### src/rtl/ham_rx_ctrl.sv
// Hamming(7,4) receive controller: corrects single-bit errors, pairs nibbles into
// bytes with a ready/valid output stage, and tracks corrected-codeword statistics per frame.
module ham_rx_ctrl #(
    parameter int FRAME_LEN = 16,
    parameter int CNT_W     = 8
) (
    input  logic             clk,
    input  logic             rst_n,
    input  logic             start,
    input  logic             in_valid,
    output logic             in_ready,
    input  logic [6:0]       enc_ham_data,
    output logic             out_valid,
    input  logic             out_ready,
    output logic [7:0]       out_byte,
    output logic             busy,
    output logic             done,
    output logic [CNT_W-1:0] err_count,
    output logic [2:0]       last_pos_error
);

    localparam int BC_W = (FRAME_LEN > 1) ? $clog2(FRAME_LEN) : 1;
    localparam logic [BC_W-1:0] LAST_IDX = BC_W'(FRAME_LEN - 1);

    typedef enum logic [1:0] {
        IDLE  = 2'd0,
        LO    = 2'd1,
        HI    = 2'd2,
        DRAIN = 2'd3
    } state_t;

    state_t          state;
    logic [BC_W-1:0] byte_cnt;
    logic [3:0]      low_nib;
    logic [2:0]      syn;
    logic [3:0]      nib;
    logic            xfer;

    // Syndrome value equals the 1-based position of a single flipped bit.
    function automatic logic [2:0] syndrome(input logic [6:0] b);
        return {b[3] ^ b[4] ^ b[5] ^ b[6],
                b[1] ^ b[2] ^ b[5] ^ b[6],
                b[0] ^ b[2] ^ b[4] ^ b[6]};
    endfunction

    function automatic logic [3:0] correct_nibble(input logic [6:0] b, input logic [2:0] s);
        logic [6:0] c;
        c = b;
        if (s != 3'd0)
            c = b ^ (7'd1 << (s - 3'd1));
        return {c[6], c[5], c[4], c[2]};
    endfunction

    function automatic logic [CNT_W-1:0] sat_inc(input logic [CNT_W-1:0] v);
        return (v == {CNT_W{1'b1}}) ? v : v + 1'b1;
    endfunction

    always_comb begin
        syn = syndrome(enc_ham_data);
        nib = correct_nibble(enc_ham_data, syn);
        case (state)
            LO:      in_ready = 1'b1;
            HI:      in_ready = !out_valid || out_ready;
            default: in_ready = 1'b0;
        endcase
        xfer = in_valid && in_ready;
    end

    assign busy = (state != IDLE);

    always_ff @(posedge clk or negedge rst_n) begin
        if (!rst_n) begin
            state          <= IDLE;
            byte_cnt       <= '0;
            low_nib        <= '0;
            out_valid      <= 1'b0;
            out_byte       <= '0;
            done           <= 1'b0;
            err_count      <= '0;
            last_pos_error <= '0;
        end else begin
            done <= 1'b0;
            // A fresh load in HI below overrides this clear, so back-to-back bytes have no bubble.
            if (out_valid && out_ready)
                out_valid <= 1'b0;
            if (xfer && (syn != 3'd0)) begin
                err_count      <= sat_inc(err_count);
                last_pos_error <= syn;
            end
            case (state)
                IDLE: begin
                    if (start) begin
                        err_count      <= '0;
                        last_pos_error <= '0;
                        byte_cnt       <= '0;
                        state          <= LO;
                    end
                end
                LO: begin
                    if (xfer) begin
                        low_nib <= nib;
                        state   <= HI;
                    end
                end
                HI: begin
                    if (xfer) begin
                        out_byte  <= {nib, low_nib};
                        out_valid <= 1'b1;
                        byte_cnt  <= byte_cnt + 1'b1;
                        state     <= (byte_cnt == LAST_IDX) ? DRAIN : LO;
                    end
                end
                DRAIN: begin
                    if (!out_valid) begin
                        done  <= 1'b1;
                        state <= IDLE;
                    end
                end
                default: state <= IDLE;
            endcase
        end
    end

endmodule

### config.mk
export PLATFORM = sky130hd
export DESIGN_NAME = ham_rx_ctrl
export DESIGN_NICKNAME = d
export VERILOG_FILES = /design/src/rtl/ham_rx_ctrl.sv
export SDC_FILE = /design/constraint.sdc
export NUM_CORES = 1
export LEC_CHECK = 0
export CORE_ASPECT_RATIO = 2
export CORE_MARGIN = 2
export CORE_UTILIZATION = 45
export DETAILED_ROUTE_END_ITERATION = 12
export HOLD_SLACK_MARGIN = 0.06
export PLACE_DENSITY = 0.78
export SLEW_MARGIN = 20
export SYNTH_ARGS = -nofsm -noshare
export SYNTH_HDL_FRONTEND = slang
export SYNTH_SLANG_ARGS = --single-unit
### constraint.sdc
create_clock -name clk -period 4.8 [get_ports clk]
set_input_delay 1.44 -clock clk [delete_from_list [all_inputs] [get_ports clk]]
set_output_delay 1.44 -clock clk [all_outputs]
set_load 0.03 [all_outputs]
## Word level (Yosys, flattened, before mapping)

Cells that the tools add are included.

- Flip-flop bits (word level): 31
- Bits of input ports: 12

- Add/sub/neg operators: 3
- Eq/ne operators: 9
- Shifts and indexed selects: 1
- Muxes and demuxes: 23
- Bitwise logic cells: 10
- Reduce and logical (&&, ||, !) cells: 13

Operators with widths:

| cell | count |
|---|---|
| two-way mux 8 bit | 4 |
| two-way mux 2 bit | 5 |
| two-way mux 3 bit | 3 |
| XOR 1 bit | 9 |
| adder 8 x 1 -> 8 bit (second input constant) | 1 |
| == test 8 bit (second input constant) | 1 |
| two-way mux 4 bit | 2 |
| != test 2 bit (second input constant) | 4 |
| one-hot mux 2 bit (4 select lines) | 1 |
| one-hot mux 4 bit (2 select lines) | 1 |
| two-way mux 7 bit | 1 |
| << shifter 1 x 3 -> 7 bit (first input constant) | 1 |
| XOR 7 bit | 1 |
| two-way mux 1 bit | 5 |
| adder 4 x 1 -> 4 bit (second input constant) | 1 |
| == test 2 bit (second input constant) | 2 |
| == test 4 bit (second input constant) | 1 |
| AND reduction 2 bit | 2 |
| AND reduction 4 bit | 1 |
| nonzero test 2 bit | 2 |
| logical AND 1 bit | 3 |
| AND reduction 3 bit | 1 |
| nonzero test 3 bit | 1 |
| subtractor 3 x 1 -> 3 bit (second input constant) | 1 |
| 5 further kinds | 5 |

## Longest topological paths before layout

- Word-level depth: 8
- Mapped depth: 10
- Depth with buffers taken out: 9

## Worst setup path after synthesis

Ideal clock, no wire load.

- Path kind: input port to output port
- From: input port out_ready
- To: output port in_ready
- Data arrival time: 2165 ps
- Setup slack: 1195 ps
- Stages: 3
- Buffers on the path: 0
- Cells stage by stage: nand2b_1 > a21oi_2 > nor2b_1

- Cells in the longest elaborated chain, start to end: 2

RTL lines:

| item | RTL line | RTL |
|---|---|---|
| from (decl) | 14 | `input logic out_ready,` |
| logical OR 1 bit | 63 | `HI: in_ready = !out_valid \|\| out_ready;` |
| one-hot mux 1 bit (2 select lines) | 61 | `case (state)` |
| to (decl) | 11 | `output logic in_ready,` |

Every way passes these cells.

## Worst setup path in the final report

Same ends and word-level chain as after synthesis.

==> metrics.txt <==
# TYPE chip_impl_metric gauge
chip_impl_metric{name="tritoncts.num_buffers",unit=""} 5
chip_impl_metric{name="fp.coreArea",unit="sq um"} 3800
chip_impl_metric{name="yosysWarningCount",unit=""} 0
chip_impl_metric{name="floorplan.initialDensity",unit="%"} 46.4
chip_impl_info{name="netlist.top_cell.by_area",value="sky130_fd_sc_hd__dfrtp_1"} 1
chip_impl_metric{name="netlist_area",unit="sq um"} 1770
chip_impl_info{name="path_cells",value="clkdlybuf4s50_1 > nand2b_1 > a21oi_2 > nor2b_1 > clkdlybuf4s50_1"} 1
chip_impl_metric{name="postRouteAntennaNets",unit=""} 0
chip_impl_metric{name="drt_first_pass_iters",unit=""} 4
chip_impl_metric{name="ios",unit=""} 35
chip_impl_metric{name="clock_path_buffers",unit=""} 2
chip_impl_info{name="critical-path-slowest-cell",value="sky130_fd_sc_hd__clkdlybuf4s50_1"} 1
chip_impl_metric{name="antenna-diode-count",unit=""} 0
chip_impl_metric{name="synth_area_per_cell",unit="sq um"} 9.40
chip_impl_metric{name="power.density",unit="nW/um^2"} 557
chip_impl_metric{name="slew_violations",unit=""} 0
chip_impl_metric{name="fin_hold_ws",unit="ns"} 0.474
chip_impl_metric{name="timing.max_slew.rel_slack",unit="%"} 36.7
chip_impl_metric{name="final_net_count",unit=""} 245
chip_impl_metric{name="seq_total_area_yosys",unit="%"} 43.9
chip_impl_metric{name="clkLatencyLatePin",unit="ns"} 0.28
chip_impl_metric{name="grt_pass1_wl",unit="mm"} 6.09
chip_impl_metric{name="fp-row-count",unit=""} 32
chip_impl_metric{name="final_setup_skew",unit="ns"} 0.00345
chip_impl_metric{name="post_cts_gate_resize_count",unit=""} 0
chip_impl_info{name="hold_path_class",value="flop to flop"} 1
chip_impl_info{name="worst_r2r_startpoint",value="state[0]"} 1
chip_impl_metric{name="number_of_enable_type_register_cells_in_the_synthesized_netlist",unit=""} 0
chip_impl_metric{name="cts_post_setup_buffers_inserted",unit=""} 0
chip_impl_metric{name="reg2reg_setup_slack",unit="ns"} 2.43
chip_impl_metric{name="post_synth_mux_area_share",unit="%"} 4.89
chip_impl_metric{name="final-instance-count-excl-fill",unit=""} 277
chip_impl_metric{name="drive_gt1_share",unit="%"} 10.2
chip_impl_metric{name="globalRouteOverflowTotal",unit=""} 0
chip_impl_metric{name="tns",unit="ns"} 0
chip_impl_metric{name="largest_stage_delay_worst_path",unit="ns"} 0.67
chip_impl_metric{name="drc",unit=""} 0
chip_impl_metric{name="cp_data_required_time",unit="ns"} 3.36
chip_impl_metric{name="grt_max_degree",unit=""} 32
chip_impl_metric{name="total_wire_length_after_detailed_routing",unit="mm"} 3.64
chip_impl_metric{name="die_h",unit="um"} 92.6
chip_impl_info{name="synth_common_cells",value="sky130_fd_sc_hd__dfrtp_1, sky130_fd_sc_hd__nand2_1, sky130_fd_sc_hd__nor2_1, sky130_fd_sc_hd__o21ai_0"} 1
chip_impl_info{name="most_common_cell_in_the_synthesized_netlist",value="sky130_fd_sc_hd__dfrtp_1"} 1
chip_impl_metric{name="placedCellCount",unit=""} 270
chip_impl_metric{name="max_cap_viol_count",unit=""} 0
chip_impl_metric{name="max_freq",unit="GHz"} 0.229
chip_impl_info{name="critical_path.reg2reg.endpoint",value="err_count[5]"} 1
chip_impl_metric{name="vias_per_cell",unit=""} 5.50
chip_impl_metric{name="drt_first_iter_violations",unit=""} 21
chip_impl_metric{name="netlist_instances",unit=""} 188
chip_impl_metric{name="synth_compound_area_share",unit="%"} 12.3
chip_impl_metric{name="netlist.area_leader.share",unit="%"} 43.9
chip_impl_info{name="setup.worst_path.class",value="input port to output port"} 1
chip_impl_metric{name="grt_use_total",unit="%"} 17.3
chip_impl_info{name="critical_path.endpoint_type",value="output port"} 1
chip_impl_metric{name="syn-num-nets",unit=""} 207
chip_impl_info{name="timing.critical_path.from_type",value="input port"} 1
chip_impl_metric{name="cts_hold_repair.buffers",unit=""} 0
chip_impl_metric{name="area_of_placed_instances",unit="sq um"} 2170
chip_impl_metric{name="final.min_clock_period",unit="ns"} 4.36
chip_impl_metric{name="crit_fanout",unit=""} 3
chip_impl_metric{name="clock_net_sink_count",unit=""} 31
chip_impl_info{name="grt_setup_unrepaired",value="no"} 1
chip_impl_metric{name="period_share",unit="%"} 90.8
chip_impl_info{name="critPathMostFrequentCell",value="sky130_fd_sc_hd__clkdlybuf4s50_1"} 1
chip_impl_metric{name="r2r_cells",unit=""} 7
chip_impl_metric{name="grt_pass1_vias",unit=""} 1455
chip_impl_metric{name="synth_xor_xnor_area_share",unit="%"} 7.86
chip_impl_metric{name="yosys.cell_types.count",unit=""} 41
chip_impl_metric{name="clock_tree.htree_level_count",unit=""} 2
chip_impl_info{name="synth_top_family_by_area",value="simple AND/OR/NAND/NOR gates"} 1
chip_impl_info{name="cts_tree",value="built"} 1
chip_impl_metric{name="port_buffers",unit=""} 34
chip_impl_metric{name="power_consumption",unit="mW"} 1.25
chip_impl_metric{name="number_of_antenna_violations_at_the_first_check_in_global_routing",unit=""} 0
chip_impl_info{name="result_of_the_run",value="finished clean"} 1
chip_impl_metric{name="area_delta_synth_final",unit="%"} 27.5
chip_impl_info{name="synth_top_cells_by_area",value="sky130_fd_sc_hd__dfrtp_1, sky130_fd_sc_hd__ha_1, sky130_fd_sc_hd__o21ai_0"} 1
chip_impl_metric{name="clk_transition_reported_paths",unit="ns"} 0.06
chip_impl_metric{name="setup-violations-final",unit=""} 0
chip_impl_metric{name="post_drt_wl_per_cell",unit="um"} 13.2
chip_impl_metric{name="static-leakage-power",unit="nW"} 0.958
chip_impl_metric{name="vias",unit=""} 1524
chip_impl_metric{name="synthAdderAreaFrac",unit="%"} 4.96
chip_impl_metric{name="worstMarginPinSlew",unit="ns"} 0.945
chip_impl_metric{name="postSynthRegisterBits",unit=""} 31
chip_impl_info{name="worstSetupStartpoint",value="out_ready"} 1
chip_impl_metric{name="place.gp.congestion",unit=""} 0.800
chip_impl_metric{name="worst_ir_drop_vdd",unit="mV"} 0.310
chip_impl_metric{name="async_flop_share",unit="%"} 100
chip_impl_metric{name="n_fill_cell",unit=""} 330
chip_impl_metric{name="dieWidth",unit="um"} 48.3
chip_impl_metric{name="hold_violations",unit=""} 0
chip_impl_metric{name="critical_path_arrival",unit="ns"} 2.92
chip_impl_metric{name="hpwl_after_dpl",unit="mm"} 2.77
chip_impl_info{name="cts_root_buffer",value="sky130_fd_sc_hd__clkbuf_8"} 1
chip_impl_info{name="endpoint_of_the_most_critical_setup_path",value="in_ready"} 1
chip_impl_metric{name="die_area",unit="sq um"} 4470
chip_impl_info{name="postSynth.topFlopCell",value="sky130_fd_sc_hd__dfrtp_1"} 1
chip_impl_metric{name="synth-simple-area-share",unit="%"} 24.4
chip_impl_metric{name="postLayoutCellArea",unit="sq um"} 2250
==> how the worst min path moves through the flow <==
stage / from / to / slack, ns / cells past startpoint
after floorplan: low_nib[0] / low_nib[0] / 0.45 / 2
final: low_nib[2] / low_nib[2] / 0.47 / 2
after CTS: low_nib[3] / low_nib[3] / 0.48 / 2
after global routing: low_nib[3] / low_nib[3] / 0.51 / 2
after detailed placement: low_nib[3] / low_nib[3] / 0.47 / 2
after global placement: low_nib[1] / low_nib[1] / 0.46 / 2
==> final cells by class <==
class | count | area [sq um] | area share [%]
multi-input cells | 149 | 960 | 42.6
repair buffers | 36 | 355 | 15.8
inverters | 3 | 11.3 | 0.500
well taps | 51 | 63.8 | 2.83
flip-flops and latches | 31 | 776 | 34.4
clock inverters | 1 | 5.00 | 0.222
clock buffers | 6 | 82.6 | 3.66
==> placed cells by master, fill, tap and decap left out, types with 3 or more instances in the layout <==
cell type | synthesis | routed
sky130_fd_sc_hd__mux2_2 | 5 | 5
sky130_fd_sc_hd__xnor2_1 | 7 | 7
sky130_fd_sc_hd__nor2_1 | 20 | 20
sky130_fd_sc_hd__a21oi_1 | 9 | 9
sky130_fd_sc_hd__clkdlybuf4s50_1 | 0 | 34
sky130_fd_sc_hd__o21ai_0 | 16 | 16
sky130_fd_sc_hd__nor2b_1 | 3 | 3
sky130_fd_sc_hd__nand2_1 | 20 | 20
sky130_fd_sc_hd__mux2i_1 | 3 | 3
sky130_fd_sc_hd__nand4_1 | 3 | 3
sky130_fd_sc_hd__a211oi_1 | 3 | 3
sky130_fd_sc_hd__dfrtp_1 | 31 | 31
sky130_fd_sc_hd__nor3_1 | 8 | 8
sky130_fd_sc_hd__clkbuf_8 | 0 | 6
sky130_fd_sc_hd__ha_1 | 7 | 7
sky130_fd_sc_hd__inv_1 | 3 | 3
sky130_fd_sc_hd__nand3_1 | 9 | 9
sky130_fd_sc_hd__xor2_1 | 7 | 7
==> state kept, by name (all words and copies together), names as in the netlist <==
signal and cells:
err_count 8, out_byte 8, byte_cnt 4, low_nib 4, last_pos_error 3, state 2
done 1, out_valid 1
==> per-layer routing <==
metal,up-vias,track usage (%),wire [um]
met5,-,0,0
met1,734,17.3,1450
li1,746,-,-
met2,35,33.1,1990
met4,0,9.76,97
met3,9,2.74,110
==> cell families after synthesis <==
group,count (synthesis)
simple gates,83
xor+xnor,15
mux,8
buf+inv,8
compound gates,36
fa+ha+maj,7
flops,31
==> report_power, final <==
part	internal (mW)	switching [mW]	total [mW]
clock	0.112	0.0910	0.203
sequential	0.344	0.0558	0.400
combinational	0.263	0.388	0.651
total	0.720	0.535	1.25
==> per-stage QoR <==
step / util, % / setup WS (ns)
finish: 59.2 / 0.440
global route: 59.2 / 0.373
CTS: 59.2 / 0.431
detailed placement: 56.9 / 0.431
global placement: 56.9 / 0.423
floorplan: - / 1.20
==> critical path, delay by kind of cell <==
kind	cells	cell delay, ns
AOI/OAI and AO/OA	1	0.08
and+or+nand+nor	2	0.29
buffers and inverters	2	1.11
(Power assumes the default switching activity.)
